$ cat src/rtl/alsu_pkg.sv
// Shared opcodes, decode kinds and blinker states for the handshaked ALSU.
// Decode priority: invalid, then bypass, then reduction, then plain opcode.
package alsu_pkg;

   localparam logic [2:0] OP_AND   = 3'b000;
   localparam logic [2:0] OP_XOR   = 3'b001;
   localparam logic [2:0] OP_ADD   = 3'b010;
   localparam logic [2:0] OP_MUL   = 3'b011;
   localparam logic [2:0] OP_SHIFT = 3'b100;
   localparam logic [2:0] OP_ROT   = 3'b101;

   typedef enum logic [2:0] {
      K_INVALID, K_BYP_A, K_BYP_B, K_RED_A, K_RED_B, K_OP
   } kind_e;

   typedef enum logic {BL_IDLE, BL_BLINK} blink_st_e;

   function automatic kind_e decode_kind(input logic [2:0] op,
                                         input logic red_a, input logic red_b,
                                         input logic byp_a, input logic byp_b,
                                         input logic prio_b);
      // Reductions only exist for AND/XOR; opcodes 11x are unassigned.
      if (((red_a || red_b) && op != OP_AND && op != OP_XOR) || op[2:1] == 2'b11)
         return K_INVALID;
      if (byp_a && byp_b) return prio_b ? K_BYP_B : K_BYP_A;
      if (byp_a)          return K_BYP_A;
      if (byp_b)          return K_BYP_B;
      if (red_a && red_b) return prio_b ? K_RED_B : K_RED_A;
      if (red_a)          return K_RED_A;
      if (red_b)          return K_RED_B;
      return K_OP;
   endfunction

endpackage

$ cat src/rtl/alsu_if.sv
// Operand-bundle and result handshake bundle between sequencer, ALSU and consumer.
interface alsu_if #(
   parameter int WIDTH = 3,
   parameter int LED_W = 16
);
   localparam int OW = 2 * WIDTH;

   logic             in_valid;
   logic             in_ready;
   logic [WIDTH-1:0] A;
   logic [WIDTH-1:0] B;
   logic [2:0]       opcode;
   logic             cin;
   logic             serial_in;
   logic             direction;
   logic             red_op_A;
   logic             red_op_B;
   logic             bypass_A;
   logic             bypass_B;
   logic             out_valid;
   logic             out_ready;
   logic [OW-1:0]    out;
   logic             invalid;
   logic [LED_W-1:0] leds;

   modport slave (
      input  in_valid, A, B, opcode, cin, serial_in, direction,
             red_op_A, red_op_B, bypass_A, bypass_B, out_ready,
      output in_ready, out_valid, out, invalid, leds
   );

   modport master (
      output in_valid, A, B, opcode, cin, serial_in, direction,
             red_op_A, red_op_B, bypass_A, bypass_B, out_ready,
      input  in_ready, out_valid, out, invalid, leds
   );

endinterface

$ cat src/rtl/alsu_led_blinker.sv
// Alarm LED pattern: all-ones on start, inverted every BLINK_PERIOD cycles, cleared on clear.
// A start while already blinking keeps the running phase.
module alsu_led_blinker
   import alsu_pkg::*;
#(
   parameter int LED_W        = 16,
   parameter int BLINK_PERIOD = 4
) (
   input  logic             clk_i,
   input  logic             rst_i,
   input  logic             start_i,
   input  logic             clear_i,
   output logic [LED_W-1:0] leds_o
);

   localparam int            CW   = (BLINK_PERIOD > 1) ? $clog2(BLINK_PERIOD) : 1;
   localparam logic [CW-1:0] LAST = CW'(BLINK_PERIOD - 1);

   blink_st_e        state_q, state_d;
   logic [CW-1:0]    cnt_q, cnt_d;
   logic [LED_W-1:0] leds_q, leds_d;

   always_ff @(posedge clk_i or posedge rst_i) begin
      if (rst_i) begin
         state_q <= BL_IDLE;
         cnt_q   <= '0;
         leds_q  <= '0;
      end else begin
         state_q <= state_d;
         cnt_q   <= cnt_d;
         leds_q  <= leds_d;
      end
   end

   always_comb begin
      state_d = state_q;
      cnt_d   = cnt_q;
      leds_d  = leds_q;
      case (state_q)
         BL_IDLE: begin
            if (start_i) begin
               state_d = BL_BLINK;
               cnt_d   = '0;
               leds_d  = '1;
            end
         end
         BL_BLINK: begin
            if (clear_i) begin
               state_d = BL_IDLE;
               cnt_d   = '0;
               leds_d  = '0;
            end else if (cnt_q == LAST) begin
               cnt_d  = '0;
               leds_d = ~leds_q;
            end else begin
               cnt_d = cnt_q + CW'(1);
            end
         end
         default: state_d = BL_IDLE;
      endcase
   end

   assign leds_o = leds_q;

endmodule

$ cat src/rtl/alsu_pipe.sv
// Two-stage handshaked ALSU: capture register, then compute into the held result register.
// Result visible two cycles after the accept cycle; a stalled output backs up into stage 1.
module alsu_pipe
   import alsu_pkg::*;
#(
   parameter int    WIDTH          = 3,
   parameter string INPUT_PRIORITY = "A",
   parameter string FULL_ADDER     = "ON",
   parameter int    LED_W          = 16,
   parameter int    BLINK_PERIOD   = 4
) (
   input  logic  clk_i,
   input  logic  rst_i,
   alsu_if.slave bus
);

   localparam int OW     = 2 * WIDTH;
   localparam bit PRIO_B = (INPUT_PRIORITY == "B");
   localparam bit FA_ON  = (FULL_ADDER == "ON");

   typedef struct packed {
      logic [WIDTH-1:0] a;
      logic [WIDTH-1:0] b;
      logic [2:0]       op;
      logic             cin;
      logic             si;
      logic             dir;
      logic             red_a;
      logic             red_b;
      logic             byp_a;
      logic             byp_b;
   } bundle_t;

   bundle_t          in_bundle, s1_q;
   logic             s1_full_q, out_valid_q, invalid_q;
   logic [OW-1:0]    out_q, out_d;
   logic             s2_load, accept;
   kind_e            kind;
   logic [WIDTH:0]   sum;
   logic [OW-1:0]    prod;
   logic [WIDTH-1:0] red_src;

   assign in_bundle = '{a: bus.A, b: bus.B, op: bus.opcode, cin: bus.cin,
                        si: bus.serial_in, dir: bus.direction,
                        red_a: bus.red_op_A, red_b: bus.red_op_B,
                        byp_a: bus.bypass_A, byp_b: bus.bypass_B};

   assign s2_load      = s1_full_q && (!out_valid_q || bus.out_ready);
   assign bus.in_ready = !s1_full_q || s2_load;
   assign accept       = bus.in_valid && bus.in_ready;

   assign kind = decode_kind(s1_q.op, s1_q.red_a, s1_q.red_b, s1_q.byp_a, s1_q.byp_b, PRIO_B);

   always_comb begin
      red_src = (kind == K_RED_B) ? s1_q.b : s1_q.a;
      sum     = {1'b0, s1_q.a} + {1'b0, s1_q.b} + {{WIDTH{1'b0}}, FA_ON && s1_q.cin};
      prod    = OW'(s1_q.a) * OW'(s1_q.b);
      out_d   = '0;
      case (kind)
         K_BYP_A: out_d = OW'(s1_q.a);
         K_BYP_B: out_d = OW'(s1_q.b);
         K_RED_A, K_RED_B: out_d = (s1_q.op == OP_AND) ? OW'(&red_src) : OW'(^red_src);
         K_OP: begin
            case (s1_q.op)
               OP_AND: out_d = OW'(s1_q.a & s1_q.b);
               OP_XOR: out_d = OW'(s1_q.a ^ s1_q.b);
               OP_ADD: out_d = OW'(sum);
               OP_MUL: out_d = prod;
               // Shift/rotate work on the held result so consecutive requests chain.
               OP_SHIFT: out_d = s1_q.dir ? {out_q[OW-2:0], s1_q.si} : {s1_q.si, out_q[OW-1:1]};
               OP_ROT:   out_d = s1_q.dir ? {out_q[OW-2:0], out_q[OW-1]} : {out_q[0], out_q[OW-1:1]};
               default:  out_d = '0;
            endcase
         end
         default: out_d = '0;
      endcase
   end

   always_ff @(posedge clk_i or posedge rst_i) begin
      if (rst_i) begin
         s1_full_q   <= 1'b0;
         s1_q        <= '0;
         out_q       <= '0;
         invalid_q   <= 1'b0;
         out_valid_q <= 1'b0;
      end else begin
         if (accept) begin
            s1_q      <= in_bundle;
            s1_full_q <= 1'b1;
         end else if (s2_load) begin
            s1_full_q <= 1'b0;
         end
         if (s2_load) begin
            out_q       <= out_d;
            invalid_q   <= (kind == K_INVALID);
            out_valid_q <= 1'b1;
         end else if (bus.out_ready) begin
            out_valid_q <= 1'b0;
         end
      end
   end

   alsu_led_blinker #(
      .LED_W       (LED_W),
      .BLINK_PERIOD(BLINK_PERIOD)
   ) u_blinker (
      .clk_i  (clk_i),
      .rst_i  (rst_i),
      .start_i(s2_load && (kind == K_INVALID)),
      .clear_i(s2_load && (kind != K_INVALID)),
      .leds_o (bus.leds)
   );

   assign bus.out       = out_q;
   assign bus.invalid   = invalid_q;
   assign bus.out_valid = out_valid_q;

endmodule

$ cat src/flat_wrapper.sv
// flat-port wrapper written by rule: the top's interface ports become plain ports
module alsu_pipe_flat import alsu_pkg::*;
#(
   parameter int    WIDTH          = 3,
   parameter string INPUT_PRIORITY = " ",
   parameter string FULL_ADDER     = "  ",
   parameter int    LED_W          = 16,
   parameter int    BLINK_PERIOD   = 4
)
  (clk_i, rst_i, bus_in_valid, bus_A, bus_B, bus_opcode, bus_cin, bus_serial_in, bus_direction, bus_red_op_A, bus_red_op_B, bus_bypass_A, bus_bypass_B, bus_out_ready, bus_in_ready, bus_out_valid, bus_out, bus_invalid, bus_leds);
  alsu_if #(.WIDTH(WIDTH), .LED_W(LED_W)) bus_i ();
  input  logic clk_i;
  input  logic rst_i;
  input wire logic [$bits(bus_i.in_valid)-1:0] bus_in_valid;
  input wire logic [$bits(bus_i.A)-1:0] bus_A;
  input wire logic [$bits(bus_i.B)-1:0] bus_B;
  input wire logic [$bits(bus_i.opcode)-1:0] bus_opcode;
  input wire logic [$bits(bus_i.cin)-1:0] bus_cin;
  input wire logic [$bits(bus_i.serial_in)-1:0] bus_serial_in;
  input wire logic [$bits(bus_i.direction)-1:0] bus_direction;
  input wire logic [$bits(bus_i.red_op_A)-1:0] bus_red_op_A;
  input wire logic [$bits(bus_i.red_op_B)-1:0] bus_red_op_B;
  input wire logic [$bits(bus_i.bypass_A)-1:0] bus_bypass_A;
  input wire logic [$bits(bus_i.bypass_B)-1:0] bus_bypass_B;
  input wire logic [$bits(bus_i.out_ready)-1:0] bus_out_ready;
  output wire logic [$bits(bus_i.in_ready)-1:0] bus_in_ready;
  output wire logic [$bits(bus_i.out_valid)-1:0] bus_out_valid;
  output wire logic [$bits(bus_i.out)-1:0] bus_out;
  output wire logic [$bits(bus_i.invalid)-1:0] bus_invalid;
  output wire logic [$bits(bus_i.leds)-1:0] bus_leds;
  assign bus_i.in_valid = bus_in_valid;
  assign bus_i.A = bus_A;
  assign bus_i.B = bus_B;
  assign bus_i.opcode = bus_opcode;
  assign bus_i.cin = bus_cin;
  assign bus_i.serial_in = bus_serial_in;
  assign bus_i.direction = bus_direction;
  assign bus_i.red_op_A = bus_red_op_A;
  assign bus_i.red_op_B = bus_red_op_B;
  assign bus_i.bypass_A = bus_bypass_A;
  assign bus_i.bypass_B = bus_bypass_B;
  assign bus_i.out_ready = bus_out_ready;
  assign bus_in_ready = bus_i.in_ready;
  assign bus_out_valid = bus_i.out_valid;
  assign bus_out = bus_i.out;
  assign bus_invalid = bus_i.invalid;
  assign bus_leds = bus_i.leds;
  alsu_pipe #(.WIDTH(WIDTH), .INPUT_PRIORITY(INPUT_PRIORITY), .FULL_ADDER(FULL_ADDER), .LED_W(LED_W), .BLINK_PERIOD(BLINK_PERIOD)) u_core (.clk_i(clk_i), .rst_i(rst_i), .bus(bus_i));
endmodule
$ cat config.mk
export PLATFORM = sky130hd
export DESIGN_NAME = alsu_pipe_flat
export DESIGN_NICKNAME = d
export VERILOG_FILES = /design/src/rtl/alsu_pkg.sv /design/src/rtl/alsu_if.sv /design/src/rtl/alsu_led_blinker.sv /design/src/rtl/alsu_pipe.sv /design/src/flat_wrapper.sv
export SDC_FILE = /design/constraint.sdc
export NUM_CORES = 1
export LEC_CHECK = 0
export CAP_MARGIN = 10
export CORE_MARGIN = 1.5
export CORE_UTILIZATION = 58
export CTS_BUF_LIST = sky130_fd_sc_hd__clkbuf_4
export CTS_CLUSTER_DIAMETER = 80
export DETAILED_ROUTE_END_ITERATION = 8
export PLACE_DENSITY = 0.95
export SLEW_MARGIN = 30
export SYNTH_ARGS = -nofsm -noshare
export SYNTH_HDL_FRONTEND = slang
export SYNTH_SLANG_ARGS = --single-unit
$ cat constraint.sdc
create_clock -name clk_i -period 5.5 [get_ports clk_i]
set_input_delay 0.55 -clock clk_i [delete_from_list [all_inputs] [get_ports clk_i]]
set_output_delay 0.55 -clock clk_i [all_outputs]
set_load 0.01 [all_outputs]
# Yosys cells after proc, flatten, opt, wreduce, memory -nomap -nowiden
# Index checks and enable logic that the tools add are counted.
# totals
ff_bits,43
input_bits,20
output_inout_bits,25
word_cells,128
# op_classes
n_addsub,2
mul,1
eq_ne,15
mux,66
bitwise_logic,4
n_reduce_logical,24
# op_table
operator,n
two-way mux 3 bit,18
two-way mux 16 bit,3
one-hot mux 6 bit (6 select lines),1
two-way mux 1 bit,35
one-hot mux 16 bit (2 select lines),1
one-hot mux 6 bit (4 select lines),1
NOT 16 bit,1
equality test 3 x 2 -> 1 bit (second input constant),4
equality test 3 bit (second input constant),4
two-way mux 6 bit,2
logical AND 1 bit,8
equality test 3 x 1 -> 1 bit (second input constant),2
zero test 3 bit,2
multiplier 3 x 3 -> 6 bit,1
two-way mux 2 bit,3
nonzero test 3 bit,2
adder 3 x 3 -> 4 bit,1
equality test 2 bit (second input constant),2
logical OR 1 bit,4
one-hot mux 2 bit (2 select lines),1
nonzero test 2 bit,2
bitwise AND 3 bit,1
inequality test 3 x 1 -> 1 bit (second input constant),1
inequality test 3 x 2 -> 1 bit (second input constant),1
10 further kinds,11

# Logic depth before layout (Yosys ltp)
# logic_depth
ltp_word,38
depth_mapped,10
depth_no_buf,10

# Cells and area by module
# From an unflattened synthesis, not the netlist that was laid out.
# unflattened
hier_cells,221
area_unflattened_um2,2451.1
# by_module_without_submodules
mod,n_inst,cells_each,area_each_um2,seq_area_each_um2
alsu_pipe,1,152,1596.5,600.6
alsu_led_blinker,1,69,854.6,475.5

# Least setup slack after synthesis
# Ideal clock, no wire load.
# synth_timing
path_kind,register to register
from,reg u_core.s1_q[11] (netlist bit)
to,reg u_core.out_q[3] (netlist: u_core.bus.out[3])
setup_ps,83
arrival_ps,2231
required_time_ps,5417
path_slack_ps,3186
stages_incl_launch_ff,11
n_path_buf,0
period_less_slack_ps,2314
cell_sequence,dfrtp_1 > ha_1 > inv_1 > fa_1 > inv_1 > ha_1 > fa_1 > o21ai_0 > nor3_1 > a21oi_1 > o21ai_0
# synth_between
elab_chain_cells,3
word_cells_on_any_way,4
cone_classes,1 x add/sub; 1 x mul; 2 x mux
# synth_rtl
element,line,text
from (decl),alsu_pipe.sv:34,"bundle_t in_bundle, s1_q;"
from (signal assigned),alsu_pipe.sv:88,s1_q <= in_bundle;
multiplier 3 x 3 -> 6 bit or adder 3 x 3 -> 4 bit (tied branches),"alsu_pipe.sv:57, alsu_pipe.sv:56",
one-hot mux 6 bit (6 select lines) *,alsu_pipe.sv:64,case (s1_q.op)
one-hot mux 6 bit (4 select lines) *,alsu_pipe.sv:59,case (kind)
to (signal assigned),alsu_pipe.sv:94,out_q <= out_d;
to (decl),alsu_pipe.sv:36,"logic [OW-1:0] out_q, out_d;"
# Mark *: on every way between the ends. The rest lies on a longest branch, timed or not.
# A chain may end at the register's enable or synchronous reset.

# Worst setup path after layout
# Ends and elaborated chain as after synthesis.

==> results.tsv <==
metric	value	unit
status	finished clean	
drt-wirelength-per-cell	16.4	um
finalPower	1210	uW
synth_edf_count	0	
fin_hold_ws	528	ps
die_w	67.7	um
crit_fanout	7	
n_antenna_cell	0	
overflow	0	
fin_skew	12.6	ps
cts_buffers	5	
fillCellCount	286	
ys_ff_latch	42	
holdPathStages	1	
path_cells	ha_1 > inv_1 > fa_1 > inv_1 > ha_1 > fa_1 > o21ai_0 > nor3_1 > a21oi_1 > o21ai_0	
grt_max_degree	43	
cts_hold_buffers	0	
worstPathBufferInverterCount	2	
pre_cts_ws	2730	ps
reg2reg_setup_slack	2890	ps
drcViolationCount	0	
cap_violations	0	
area_delta_synth_final	21.4	%
startpoint	u_core.s1_q[11]	
clk_pin_slew	130	ps
fp.dieH	67.7	um
grt_usage	26.4	%
grt_pass1_wl	8780	um
start_util	60.3	%
drv_slew	0	
finalCritPeriodShare	47.5	%
rsz0062_at_grt	false	
tightest_slew	698	ps
clock-root-buffer	clkbuf_4	
row_count	23	
critPathSlowestCell	dfrtp_1	
endpoint_kind	register	
regArea	1050	sq um
vias_per_cell	6.09	
gp_congestion	0.909	
start_kind	register	
tns	0	ps
dr.pass1.iters	4	
cts_setup_buffers	0	
use_met2	42.0	%
ys_types	42	
cts_resized	0	
routed-via-count	1907	
async_reset_ff_share	100	%
critical_path.endpoint	u_core.bus.out[3]	
worstRegToRegCells	10	
syn_inst	220	
power.density	411	nW/um^2
timing.rr.end	u_core.bus.out[3]	
cts_max_path_buffers	2	
top_usage_layer	met2	
slew_headroom	53.4	%
finalHoldViolations	0	
design.portCount	45	
cpLargestDelayFamily	adder cells	
syn_avg_cell_area	11.1	sq um
met1_usage	34.3	%
min_period	2610	ps
ir_drop	0.294	mV
crit_arrival	2910	ps
critPathKind	reg -> reg	
setup_viol	0	
cts_num_sinks	42	
multi_input_area	1300	sq um
io_buffer_count	43	
p_leak	0.00128	uW
synthTopCellsByArea	dfrtp_1 43%, mux2_2 9.3%, mux2_4 6.2%	
r2r-start	u_core.s1_q[11]	
yosysTopAreaCellShare	43.2	%
dp_hpwl	3720	um
ys_seq_area_share	43.2	%
layout-drive-gt1-share	17.9	%
required	5790	ps
placed_cells	305	
core-area	4030	sq um
antenna_left	0	
insertion_delay	370	ps
synth_nets	253	
synth.largest_area_cell	dfrtp_1	
grtUsageMet3	7.50	%
layout.nets	295	
antenna_found_initial	0	
drt_iter0_drc	169	
synth-main-ff-cell	dfrtp_1	
design.die.area	4590	sq um
min_path_type	reg -> reg	
timing.fmax	383	MHz
ys_warn_count	0	
htree_levels	2	
synth_area	2430	sq um
cpPeakStageDelay	520	ps
critical_path_depth	10	
first_global_vias	1873	
wl	5140	um
setup_slack	2890	ps
stdcell_count	313	
cts_tree	built	
cells in the final DEF (no fill, tap or decap), drive strengths merged, types with 3 or more instances in the layout:
master,count
clkdlybuf4s50,43
dfrtp,42
mux2,35
o21ai,26
nand2,17
a21oi,11
ha,10
inv,8
nor3,7
clkbuf,6
nor2,5
nor2b,4
nand2b,4
mux2i,4
and2,4
a21o,3
a221oi,3
fa,3
a211oi,3
cells in the mapped netlist, types with 2 or more instances:
cell      count
nand2_1      17
o21ai_0      26
fa_1          3
nor2b_1       4
nand2b_1      4
dfrtp_1      42
buf_2         2
xnor2_1       2
mux2i_1       4
mux2_4       10
a211oi_1      2
a21o_1        3
clkbuf_1      7
o22ai_1       2
ha_1         10
a221oi_1      3
nor3_1        7
mux2_2       20
mux2_1        5
a31oi_1       2
inv_1         8
and2_1        4
nor2_1        5
a21oi_1      10
cells by family after synthesis:
family | count (synthesis) | share of synthesized area (%)
buffers and inverters | 18 | 3.19
adder cells (fa/ha/maj) | 13 | 7.62
multiplexers | 40 | 20.3
AND/OR/NAND/NOR | 49 | 10.6
flip-flops | 42 | 43.2
XOR/XNOR | 2 | 0.721
AO/OA/AOI/OAI | 56 | 14.3
metrics by stage:
stage,util [%],cell area [sq um]
2_1_floorplan,-,2430
3_3_place_gp,71.8,2890
3_5_place_dp,71.8,2890
4_1_cts,73.2,2950
5_1_grt,73.2,2950
6_report,73.2,2950
power by group:
part	internal (uW)	switching [uW]	leakage, uW
combinational	327	213	0.000755
clock	55.2	105	0.0000356
sequential	401	110	0.000494
layer usage:
layer	part of all wire [%]	vias up
li1	-	885
met1	42	954
met2	51	59
met3	5.6	9
met4	1.6	0
met5	0	-
area by class of cell:
class / instances / area share, %
multi-input combinational: 160 / 44.1
tap: 50 / 2.12
clock buffer: 6 / 1.53
inverter: 8 / 1.02
clock inverter: 2 / 0.466
timing repair buffer: 45 / 15.1
sequential: 42 / 35.6
worst min path at each step:
stage | startpoint | endpoint | slack (ps)
floorplan | u_core.s1_q[5] | u_core.s1_q[5] | 500
global placement | u_core.u_blinker.leds_o[0] | u_core.u_blinker.leds_o[0] | 490
detailed placement | u_core.u_blinker.leds_o[0] | u_core.u_blinker.leds_o[0] | 500
CTS | u_core.u_blinker.leds_o[0] | u_core.u_blinker.leds_o[0] | 530
global route | u_core.u_blinker.leds_o[14] | u_core.u_blinker.leds_o[14] | 570
finish | u_core.u_blinker.leds_o[0] | u_core.u_blinker.leds_o[0] | 530
state kept, by name (all words and copies together) (netlist names):
signal                   cells
u_core.u_blinker.cnt_q       2
u_core.s1_full_q             1
u_core.bus.invalid           1
u_core.bus.out_valid         1
u_core.u_blinker.leds_o     16
u_core.bus.out               6
u_core.s1_q                 15
No activity file was read; power rests on OpenSTA's default activity.
